`src/rtl/ram_fifo_ctrl_if.sv`:
```
// Bundle of the FIFO user-side handshake and the RAM port wiring.
// master: the surrounding logic (producer/consumer and the RAM itself).
// slave:  the FIFO controller.
interface ram_fifo_ctrl_if #(
  parameter int AW = 3,
  parameter int DW = 4
);
  logic          push;
  logic [DW-1:0] push_data;
  logic          pop;
  logic          err_clr;
  logic          ram_write_en;
  logic [7:0]    ram_write_addr;
  logic [DW-1:0] ram_write_data;
  logic          ram_read_en;
  logic [7:0]    ram_read_addr;
  logic [DW-1:0] ram_read_data;
  logic [DW-1:0] pop_data;
  logic          pop_valid;
  logic [AW:0]   count;
  logic          full;
  logic          empty;
  logic          almost_full;
  logic          almost_empty;
  logic          overflow;
  logic          underflow;

  modport master (
    output push, push_data, pop, err_clr, ram_read_data,
    input  ram_write_en, ram_write_addr, ram_write_data,
    input  ram_read_en, ram_read_addr, pop_data, pop_valid,
    input  count, full, empty, almost_full, almost_empty, overflow, underflow
  );

  modport slave (
    input  push, push_data, pop, err_clr, ram_read_data,
    output ram_write_en, ram_write_addr, ram_write_data,
    output ram_read_en, ram_read_addr, pop_data, pop_valid,
    output count, full, empty, almost_full, almost_empty, overflow, underflow
  );
endinterface

```
`src/rtl/ram_fifo_ctrl.sv`:
```
// FIFO controller in front of an 8x4 dual-port RAM with 1-cycle registered read.
// Pointers carry one extra wrap bit so full and empty are distinguishable
// without a separate counter; all status flags come from pointer registers only.
module ram_fifo_ctrl #(
  parameter int AW    = 3,
  parameter int DW    = 4,
  parameter int AF_TH = 6,
  parameter int AE_TH = 1
) (
  input  logic            clk,
  input  logic            rst_n,
  ram_fifo_ctrl_if.slave  bus
);
  localparam logic [AW:0] AF_LIM = (AW+1)'(AF_TH);
  localparam logic [AW:0] AE_LIM = (AW+1)'(AE_TH);

  logic [AW:0] wptr_reg;
  logic [AW:0] rptr_reg;
  logic        pop_valid_reg;
  logic        overflow_reg;
  logic        underflow_reg;

  logic [AW:0] count_w;
  logic        full_w;
  logic        empty_w;
  logic        push_acc;
  logic        pop_acc;

  // Occupancy and flags, purely from the pointer registers.
  assign count_w  = wptr_reg - rptr_reg;
  assign empty_w  = (wptr_reg == rptr_reg);
  assign full_w   = (wptr_reg[AW] != rptr_reg[AW]) &&
                    (wptr_reg[AW-1:0] == rptr_reg[AW-1:0]);

  // A request is taken only if the flags at the start of the cycle allow it;
  // there is no write-through when full and no bypass when empty.
  assign push_acc = bus.push & ~full_w;
  assign pop_acc  = bus.pop & ~empty_w;

  assign bus.ram_write_en   = push_acc;
  assign bus.ram_write_addr = 8'(wptr_reg[AW-1:0]);
  assign bus.ram_write_data = bus.push_data;
  assign bus.ram_read_en    = pop_acc;
  assign bus.ram_read_addr  = 8'(rptr_reg[AW-1:0]);

  assign bus.pop_data     = bus.ram_read_data;
  assign bus.pop_valid    = pop_valid_reg;
  assign bus.count        = count_w;
  assign bus.full         = full_w;
  assign bus.empty        = empty_w;
  assign bus.almost_full  = (count_w >= AF_LIM);
  assign bus.almost_empty = (count_w <= AE_LIM);
  assign bus.overflow     = overflow_reg;
  assign bus.underflow    = underflow_reg;

  // Advance the circular pointers on accepted requests.
  always_ff @(posedge clk or negedge rst_n) begin
    if (!rst_n) begin
      wptr_reg <= '0;
      rptr_reg <= '0;
    end else begin
      if (push_acc) wptr_reg <= wptr_reg + 1'b1;
      if (pop_acc)  rptr_reg <= rptr_reg + 1'b1;
    end
  end

  // Valid strobe lines up with the RAM's one-cycle read latency.
  always_ff @(posedge clk or negedge rst_n) begin
    if (!rst_n) pop_valid_reg <= 1'b0;
    else        pop_valid_reg <= pop_acc;
  end

  // Sticky error flags; a new error in the same cycle as err_clr wins.
  always_ff @(posedge clk or negedge rst_n) begin
    if (!rst_n) begin
      overflow_reg  <= 1'b0;
      underflow_reg <= 1'b0;
    end else begin
      if (bus.push && full_w)      overflow_reg <= 1'b1;
      else if (bus.err_clr)        overflow_reg <= 1'b0;
      if (bus.pop && empty_w)      underflow_reg <= 1'b1;
      else if (bus.err_clr)        underflow_reg <= 1'b0;
    end
  end
endmodule

```
`src/flat_wrapper.sv`:
```
// flat-port wrapper written by rule: the top's interface ports become plain ports
module ram_fifo_ctrl_flat 
#(
  parameter int AW    = 3,
  parameter int DW    = 4,
  parameter int AF_TH = 6,
  parameter int AE_TH = 1
)
  (clk, rst_n, bus_push, bus_push_data, bus_pop, bus_err_clr, bus_ram_read_data, bus_ram_write_en, bus_ram_write_addr, bus_ram_write_data, bus_ram_read_en, bus_ram_read_addr, bus_pop_data, bus_pop_valid, bus_count, bus_full, bus_empty, bus_almost_full, bus_almost_empty, bus_overflow, bus_underflow);
  ram_fifo_ctrl_if #(.AW(AW), .DW(DW)) bus_i ();
  input  logic clk;
  input  logic rst_n;
  input wire logic [$bits(bus_i.push)-1:0] bus_push;
  input wire logic [$bits(bus_i.push_data)-1:0] bus_push_data;
  input wire logic [$bits(bus_i.pop)-1:0] bus_pop;
  input wire logic [$bits(bus_i.err_clr)-1:0] bus_err_clr;
  input wire logic [$bits(bus_i.ram_read_data)-1:0] bus_ram_read_data;
  output wire logic [$bits(bus_i.ram_write_en)-1:0] bus_ram_write_en;
  output wire logic [$bits(bus_i.ram_write_addr)-1:0] bus_ram_write_addr;
  output wire logic [$bits(bus_i.ram_write_data)-1:0] bus_ram_write_data;
  output wire logic [$bits(bus_i.ram_read_en)-1:0] bus_ram_read_en;
  output wire logic [$bits(bus_i.ram_read_addr)-1:0] bus_ram_read_addr;
  output wire logic [$bits(bus_i.pop_data)-1:0] bus_pop_data;
  output wire logic [$bits(bus_i.pop_valid)-1:0] bus_pop_valid;
  output wire logic [$bits(bus_i.count)-1:0] bus_count;
  output wire logic [$bits(bus_i.full)-1:0] bus_full;
  output wire logic [$bits(bus_i.empty)-1:0] bus_empty;
  output wire logic [$bits(bus_i.almost_full)-1:0] bus_almost_full;
  output wire logic [$bits(bus_i.almost_empty)-1:0] bus_almost_empty;
  output wire logic [$bits(bus_i.overflow)-1:0] bus_overflow;
  output wire logic [$bits(bus_i.underflow)-1:0] bus_underflow;
  assign bus_i.push = bus_push;
  assign bus_i.push_data = bus_push_data;
  assign bus_i.pop = bus_pop;
  assign bus_i.err_clr = bus_err_clr;
  assign bus_i.ram_read_data = bus_ram_read_data;
  assign bus_ram_write_en = bus_i.ram_write_en;
  assign bus_ram_write_addr = bus_i.ram_write_addr;
  assign bus_ram_write_data = bus_i.ram_write_data;
  assign bus_ram_read_en = bus_i.ram_read_en;
  assign bus_ram_read_addr = bus_i.ram_read_addr;
  assign bus_pop_data = bus_i.pop_data;
  assign bus_pop_valid = bus_i.pop_valid;
  assign bus_count = bus_i.count;
  assign bus_full = bus_i.full;
  assign bus_empty = bus_i.empty;
  assign bus_almost_full = bus_i.almost_full;
  assign bus_almost_empty = bus_i.almost_empty;
  assign bus_overflow = bus_i.overflow;
  assign bus_underflow = bus_i.underflow;
  ram_fifo_ctrl #(.AW(AW), .DW(DW), .AF_TH(AF_TH), .AE_TH(AE_TH)) u_core (.clk(clk), .rst_n(rst_n), .bus(bus_i));
endmodule
```
`config.mk`:
```
export PLATFORM = sky130hd
export DESIGN_NAME = ram_fifo_ctrl_flat
export DESIGN_NICKNAME = d
export VERILOG_FILES = /design/src/rtl/ram_fifo_ctrl_if.sv /design/src/rtl/ram_fifo_ctrl.sv /design/src/flat_wrapper.sv
export SDC_FILE = /design/constraint.sdc
export NUM_CORES = 1
export LEC_CHECK = 0
export BUFFER_PORTS_ARGS = -buffer_cell sky130_fd_sc_hd__buf_2
export CAP_MARGIN = 30
export CORE_ASPECT_RATIO = 1.2
export CORE_MARGIN = 1.5
export CORE_UTILIZATION = 42
export CTS_CLUSTER_DIAMETER = 30
export DETAILED_ROUTE_END_ITERATION = 7
export GPL_ROUTABILITY_DRIVEN = 1
export PLACE_DENSITY = 0.76
export REMOVE_ABC_BUFFERS = 1
export SLEW_MARGIN = 20
export SYNTH_ARGS = -nofsm -noshare
export SYNTH_HDL_FRONTEND = slang
export SYNTH_SLANG_ARGS = --single-unit
```
`constraint.sdc`:
```
create_clock -name clk -period 2 [get_ports clk]
set_input_delay 0.2 -clock clk [delete_from_list [all_inputs] [get_ports clk]]
set_output_delay 0.2 -clock clk [all_outputs]
set_load 0.01 [all_outputs]
```
==> results.toml, run 1 <==
[timing]
clock.fmax_mhz = 507
period_minus_slack_ns = 1.97
post-route-period-util = 0.986
skew_ns = 0.00615
setup_violations = 0
maxSlewViolCount = 0
finalHoldViolCount = 0
hold_slack_ns = 0.189
setup_repair_after_global_routing_missed_its_margin = "true"

[global_route]
grt_usage = 0.155
overflow = 0
grt_max_degree = 12
antenna_found_initial = 0
grt_pass1_vias = 576
grt_pass1_wl_mm = 2.45

[setup_path]
kind_of_critical_path = "flop to output port"
worstSetupStartpointType = "flop"
worstPathRequired_ns = 1.80
end_kind = "output port"
crit_chain = "ha_2, fa_2, inv_2, a22o_2, buf_6"
crit_slowest_cell = "sky130_fd_sc_hd__fa_2"
top_cell_family_by_delay_on_the_critical_path = "adder cells"
cp_slowest_stage_delay_ns = 0.52
timing.critical_path.buf_inv = 2
worstPathMaxFanout = 3
data_arrival_time_of_the_critical_path_ns = 1.77

[route]
first_pass_iters = 3
vias = 597
detail_route.iter0.violations = 9
antenna_left = 0
avgViaCountPerCell = 4.93
drt-total-wl_mm = 1.54
drc_errors = 0
detail_route.wl_per_cell_um = 12.8

[synthesis]
synth.area.top_cells = "sky130_fd_sc_hd__dfrtp_1 (33%), sky130_fd_sc_hd__buf_4 (22%), sky130_fd_sc_hd__xnor2_1 (8.4%)"
avgSynthCellArea_um2 = 10.1
yosysWarnings = 0
synth_cells = 82
post-synth-top-area-fraction = 0.332
yosys.area.top_type = "sky130_fd_sc_hd__dfrtp_1"
synth.yosys.seq_area_share = 0.332
postSynthRegisterBits = 11
mappedNetlistArea_um2 = 830
yosysUniqueCellTypes = 23

[final_layout]
layout.cells.most_common = "sky130_fd_sc_hd__buf_2"
drive_above_1_share = 0.480
finalInstanceArea_um2 = 952
syn2layout_area_growth_pct = 14.8
antenna_diodes = 0
design.final.nets = 122
mostFrequentLayoutCells = "sky130_fd_sc_hd__buf_2 (22), sky130_fd_sc_hd__conb_1 (10), sky130_fd_sc_hd__dfrtp_1 (10)"

[power_and_ir_drop]
power_switching_share = 0.444
p_seq_frac = 0.202
power.static_leakage_uw = 0.000494
ir_worst_vdd_mv = 0.916
power.internal_uw = 1220
power.net_switching_uw = 977
power.density_cell_area_mw_per_mm2 = 2310
clock_power_share = 0.070
share_comb_of_total_power = 0.728

[worst_hold_path]
min-delay-path-class = "input port to flop"

[floorplanning]
die-area_mm2 = 0.00225
die_w_um = 43.6
rows = 17
num_io_pins = 50
starting_density_of_the_core = 0.448
core_mm2 = 0.00185
die_span_in_y_um = 51.7

[place]
dpl-instance-area_um2 = 837
dp.final_hpwl_mm = 1.22
port-buffer-count = 23
routabilityCongestion = 0.741

[clock_network]
clockRootBuffer = "sky130_fd_sc_hd__clkbuf_4"
clockBufferDepth = 2
worst_setup_hold_path_clk_slew_ns = 0.07
cts.sinks = 11
tritoncts_clock_tree = "yes"
htreeDepth = 1
tritoncts.num_buffers = 3
clk-insertion-delay-late_ns = 0.28

[flow_run]
max-cap-violations = 0

[status]
outcome = "completed"
[final timing paths]
path | slack [ns] | startpoint | to | cells past startpoint
max | 0.03 | u_core.rptr_reg[0]$_DFFE_PN0P_ | bus_almost_full | 5
min | 0.19 | bus_pop | u_core.bus.underflow$_DFFE_PN0P_ | 2
max reg2reg | 0.40 | u_core.wptr_reg[1]$_DFFE_PN0P_ | u_core.wptr_reg[1]$_DFFE_PN0P_ | 4
min reg2reg | 0.51 | u_core.bus.overflow$_DFFE_PN0P_ | u_core.bus.overflow$_DFFE_PN0P_ | 1
max in group asynchronous | 1.45 | rst_n | u_core.wptr_reg[1]$_DFFE_PN0P_ | 2
min in group asynchronous | 0.32 | rst_n | u_core.rptr_reg[1]$_DFFE_PN0P_ | 2
[logic make-up after synthesis]
family,Yosys count,share of synthesized area
buf+inv,33,0.258
compound gates,12,0.110
flops,11,0.332
xor+xnor,9,0.104
simple gates,8,0.0603
fa+ha+maj,6,0.0995
mux,2,0.0317
other cells,1,0.00452
[routing by layer]
metal,part of all wire,routed length [um],global-route usage,vias to the layer above
met5,0,0,0,-
met4,0.022,34,0.121,0
met3,0.063,97,0.0486,3
met2,0.54,838,0.267,30
met1,0.37,573,0.148,285
li1,-,-,-,279
[area by class of cell]
class                           instances  area [um^2]
Clock buffer                            4         26.3
Fill cell                             181          898
Inverter                                9         33.8
Multi-Input combinational cell         47          408
Sequential cell                        11          277
Tap cell                               19         23.8
Timing Repair Buffer                   31          184
[through the flow]
stage           util  TNS (ns)  instances  setup slack, ns  total power [uW]
2_1_floorplan      -         0         67            0.172              1320
3_3_place_gp   0.452         0        111            0.276              1740
3_5_place_dp   0.452         0        111            0.182              1800
4_1_cts        0.496         0        118           0.0105              2090
5_1_grt        0.515   -0.0371        121          -0.0241              2390
6_report       0.515         0        121           0.0272              2200
[worst reg2reg max path, cell delays in order (launching register included)]
cell and delay [ns]:
sky130_fd_sc_hd__dfrtp_2 0.44, sky130_fd_sc_hd__ha_1 0.33, sky130_fd_sc_hd__nand3_2 0.15, sky130_fd_sc_hd__o21ai_2 0.21, sky130_fd_sc_hd__mux2_2 0.36
[timing repair]
| action | in CTS | in global routing |
|---|---|---|
| resized for setup | 6 | 4 |
| hold endpoints to repair | 11 | 0 |
| setup endpoints to repair | 5 | 6 |
| hold buffers | 1 | 0 |
| cloned | 0 | 0 |
| setup buffers | 2 | 3 |
| pin swaps | 0 | 1 |
[Yosys cell counts]
cell / n
sky130_fd_sc_hd__xor2_2: 1
sky130_fd_sc_hd__conb_1: 1
sky130_fd_sc_hd__fa_1: 1
sky130_fd_sc_hd__o211ai_1: 2
sky130_fd_sc_hd__a211oi_1: 1
sky130_fd_sc_hd__o21ai_0: 2
sky130_fd_sc_hd__a22o_2: 1
sky130_fd_sc_hd__mux2_4: 1
sky130_fd_sc_hd__buf_4: 24
sky130_fd_sc_hd__nand3b_1: 1
sky130_fd_sc_hd__nand3_1: 2
sky130_fd_sc_hd__a22o_1: 2
sky130_fd_sc_hd__and2_2: 1
sky130_fd_sc_hd__a21o_2: 1
sky130_fd_sc_hd__nor2_1: 2
sky130_fd_sc_hd__xnor2_1: 8
sky130_fd_sc_hd__inv_1: 9
sky130_fd_sc_hd__o21ai_2: 2
sky130_fd_sc_hd__and4_1: 2
sky130_fd_sc_hd__a21oi_1: 1
sky130_fd_sc_hd__dfrtp_1: 11
sky130_fd_sc_hd__ha_1: 5
sky130_fd_sc_hd__mux2_2: 1
[power groups by stage]
| stage | Combinational [uW] | Sequential (uW) | Clock [uW] |
|---|---|---|---|
| after floorplan | 815 | 501 | 0 |
| after global placement | 1280 | 458 | 0 |
| after detailed placement | 1330 | 468 | 0 |
| after CTS | 1480 | 450 | 161 |
| after global routing | 1760 | 461 | 172 |
| final | 1600 | 444 | 154 |
(Power assumes the default switching activity.)
==> run 2: changes to the inputs <==
ABC_AREA = 1   (was unset)
CORE_UTILIZATION = 43   (was 42)
SETUP_SLACK_MARGIN = 0.4   (was unset)
SKIP_CTS_REPAIR_TIMING = 1   (was unset)
==> run 2 against run 1 <==
Net effect:
- the run now ends with DRC, setup timing left
- clock power rose by 3%
- setup slack worse by 0.12 ns
- first-iteration DRC count down 22%
- worst hold slack worse by 0.086 ns
- global-route usage grew 1.3 points
- register-to-register slack improved by 0.06 ns
- utilization up 9.4 points
- combinational power up 12%
- maximum frequency fell by 5.9%
- sequential share of layout area is 4.8 points lower
- sequential cell count did not move
- clock skew fell by 0.0055 ns
- largest power group unchanged
==> results.toml, run 2 <==
[floorplanning]
core_mm2 = 0.00189
rows = 17
die_w_um = 44.7
die-area_mm2 = 0.00237
starting_density_of_the_core = 0.475
die_span_in_y_um = 53.1
num_io_pins = 50

[route]
drc_errors = 2
avgViaCountPerCell = 4.92
vias = 811
antenna_left = 0
drt-total-wl_mm = 1.98
detail_route.wl_per_cell_um = 12.0
detail_route.iter0.violations = 7
first_pass_iters = 6

[synthesis]
yosysWarnings = 0
synth_cells = 118
synth.yosys.seq_area_share = 0.306
yosysUniqueCellTypes = 19
avgSynthCellArea_um2 = 7.61
ys_async_sr_fraction = 1.00
postSynthRegisterBits = 11
number_of_enable_type_register_cells_in_the_synthesized_netlist = 0
synth.area.top_cells = "sky130_fd_sc_hd__dfrtp_1 (31%), sky130_fd_sc_hd__buf_4 (20%), sky130_fd_sc_hd__nand2_1 (13%)"
synth_top_flop_cell = "sky130_fd_sc_hd__dfrtp_1"
post-synth-top-area-fraction = 0.306
synth.top_cells.by_count = "sky130_fd_sc_hd__nand2_1 (30), sky130_fd_sc_hd__buf_4 (24), sky130_fd_sc_hd__inv_1 (13), sky130_fd_sc_hd__nand3_1 (13), sky130_fd_sc_hd__dfrtp_1 (11)"
yosys.area.top_type = "sky130_fd_sc_hd__dfrtp_1"
synthMostInstantiatedCell = "sky130_fd_sc_hd__nand2_1"
mappedNetlistArea_um2 = 898

[status]
outcome = "finished with violations"
failed_checks = "DRC, setup timing"

[final_layout]
mostFrequentLayoutCells = "sky130_fd_sc_hd__nand2_1 (30), sky130_fd_sc_hd__buf_2 (19), sky130_fd_sc_hd__buf_4 (14)"
antenna_diodes = 0
layout.filler_cells = 175
layout.cells.most_common = "sky130_fd_sc_hd__nand2_1"
final_instance_count_excl_fillers = 165
design.final.nets = 166
syn2layout_area_growth_pct = 28.1
drive_above_1_share = 0.445
finalInstanceArea_mm2 = 0.00115

[clock_network]
clk-insertion-delay-late_ns = 0.28
tritoncts_clock_tree = "yes"
cts.sinks = 11
clockRootBuffer = "sky130_fd_sc_hd__clkbuf_4"
tritoncts.num_buffers = 3
worst_setup_hold_path_clk_slew_ns = 0.07
htreeDepth = 1
clockBufferDepth = 2

[place]
port-buffer-count = 23
dpl-instance-area_um2 = 906
dpl_cells = 147
dp.final_hpwl_mm = 1.36
routabilityCongestion = 0.877
pre_cts_ws_ns = 0.0989

[global_route]
grt_pass1_vias = 650
antenna_found_initial = 0
grt_usage = 0.168
grt_pass1_wl_mm = 2.81
grt_max_degree = 12
overflow = 0

[worst_hold_path]
min-delay-path-class = "input port to flop"

[power_and_ir_drop]
power.static_leakage_uw = 0.000664
share_comb_of_total_power = 0.752
clock_power_share = 0.066
ir_worst_vdd_mv = 0.968
power.density_cell_area_mw_per_mm2 = 2070
power.net_switching_uw = 1130
power_switching_share = 0.475
p_seq_frac = 0.181
report.power.total_uw = 2380
power.internal_uw = 1250

[timing]
clock.fmax_mhz = 477
setup_violations = 1
totalNegativeSetupSlack_ns = -0.0955
skew_ns = 0.000651
maxSlewViolCount = 0
post-route-period-util = 1.05
setup_ws_ns = -0.0955
setup_repair_after_global_routing_missed_its_margin = "true"
finalHoldViolCount = 0
period_minus_slack_ns = 2.10

[setup_path]
end_kind = "output port"
worstPathRequired_ns = 1.80
data_arrival_time_of_the_critical_path_ns = 1.90
worstPathMaxFanout = 4
worstSetupStartpointType = "flop"
kind_of_critical_path = "flop to output port"

[flow_run]
max-cap-violations = 0
[run 2: cell types whose count changed after synthesis, moves of 3 or more]
cell                      before  now
sky130_fd_sc_hd__nand2_2       0    4
sky130_fd_sc_hd__xnor2_1       8    1
sky130_fd_sc_hd__inv_1         9   13
sky130_fd_sc_hd__nand2_1       0   30
sky130_fd_sc_hd__inv_2         0    3
sky130_fd_sc_hd__nand3_1       2   13
[run 2: layout make-up]
cell class / count / area, um^2 / area share
sequential: 11 / 279 / 0.242
timing repair buffer: 39 / 267 / 0.232
inverter: 16 / 60.1 / 0.0522
multi-input combinational: 76 / 495 / 0.430
clock buffer: 4 / 26.3 / 0.0228
tap: 19 / 23.8 / 0.0207
[run 2: metal layers]
metal,track usage,wire [um],up-vias
met5,0,0,-
met4,0.121,75,0
met3,0.0512,179,7
met2,0.266,985,54
met1,0.186,742,362
li1,-,-,388
[run 2: stage by stage]
stage | hold slack, ns | util
floorplan | -0.0956 | -
global route | 0.108 | 0.608
finish | 0.103 | 0.608
CTS | -0.218 | 0.492
detailed placement | 0.0874 | 0.479
global placement | 0.0835 | 0.479
[run 2: cells by family (layout without fill, tap and decap cells)]
logic type / count (synthesis) / in the layout / synth area share
xor+xnor: 3 / 3 / 0.0293
buf+inv: 40 / 59 / 0.267
flops: 11 / 11 / 0.306
simple gates: 54 / 54 / 0.284
fa+ha+maj: 6 / 6 / 0.0919
compound gates: 3 / 3 / 0.0167
other cells: 1 / 10 / 0.00417
[run 2: worst max-delay path: stages (launching register included)]
cell and delay [ns]:
sky130_fd_sc_hd__dfrtp_1 0.41, sky130_fd_sc_hd__inv_2 0.08, sky130_fd_sc_hd__ha_4 0.16, sky130_fd_sc_hd__fa_2 0.52, sky130_fd_sc_hd__inv_2 0.04, sky130_fd_sc_hd__or2_0 0.19
sky130_fd_sc_hd__nor2_1 0.08, sky130_fd_sc_hd__buf_2 0.13
[run 2: path summary, 6_finish.rpt]
path | from | endpoint | slack, ns | cells after the start
max in group asynchronous | rst_n | u_core.wptr_reg[2]$_DFFE_PN0P_ | 1.46 | 2
worst max-delay path | u_core.wptr_reg[0]$_DFFE_PN0P_ | bus_almost_empty | -0.1 | 7
worst min register to register | u_core.bus.underflow$_DFFE_PN0P_ | u_core.bus.underflow$_DFFE_PN0P_ | 0.51 | 2
worst max register to register | u_core.wptr_reg[2]$_DFFE_PN0P_ | u_core.wptr_reg[0]$_DFFE_PN0P_ | 0.46 | 8
min in group asynchronous | rst_n | u_core.rptr_reg[0]$_DFFE_PN0P_ | 0.32 | 2
worst min-delay path | bus_err_clr | u_core.bus.underflow$_DFFE_PN0P_ | 0.10 | 2
[run 2: power by group through the flow]
stage                     combinational (uW)  clock, uW  sequential, uW
after detailed placement                1320          0             436
after global placement                  1260          0             429
after global routing                    1950        172             447
final                                   1790        158             431
after CTS                               1330        164             433
after floorplan                          808          0             476
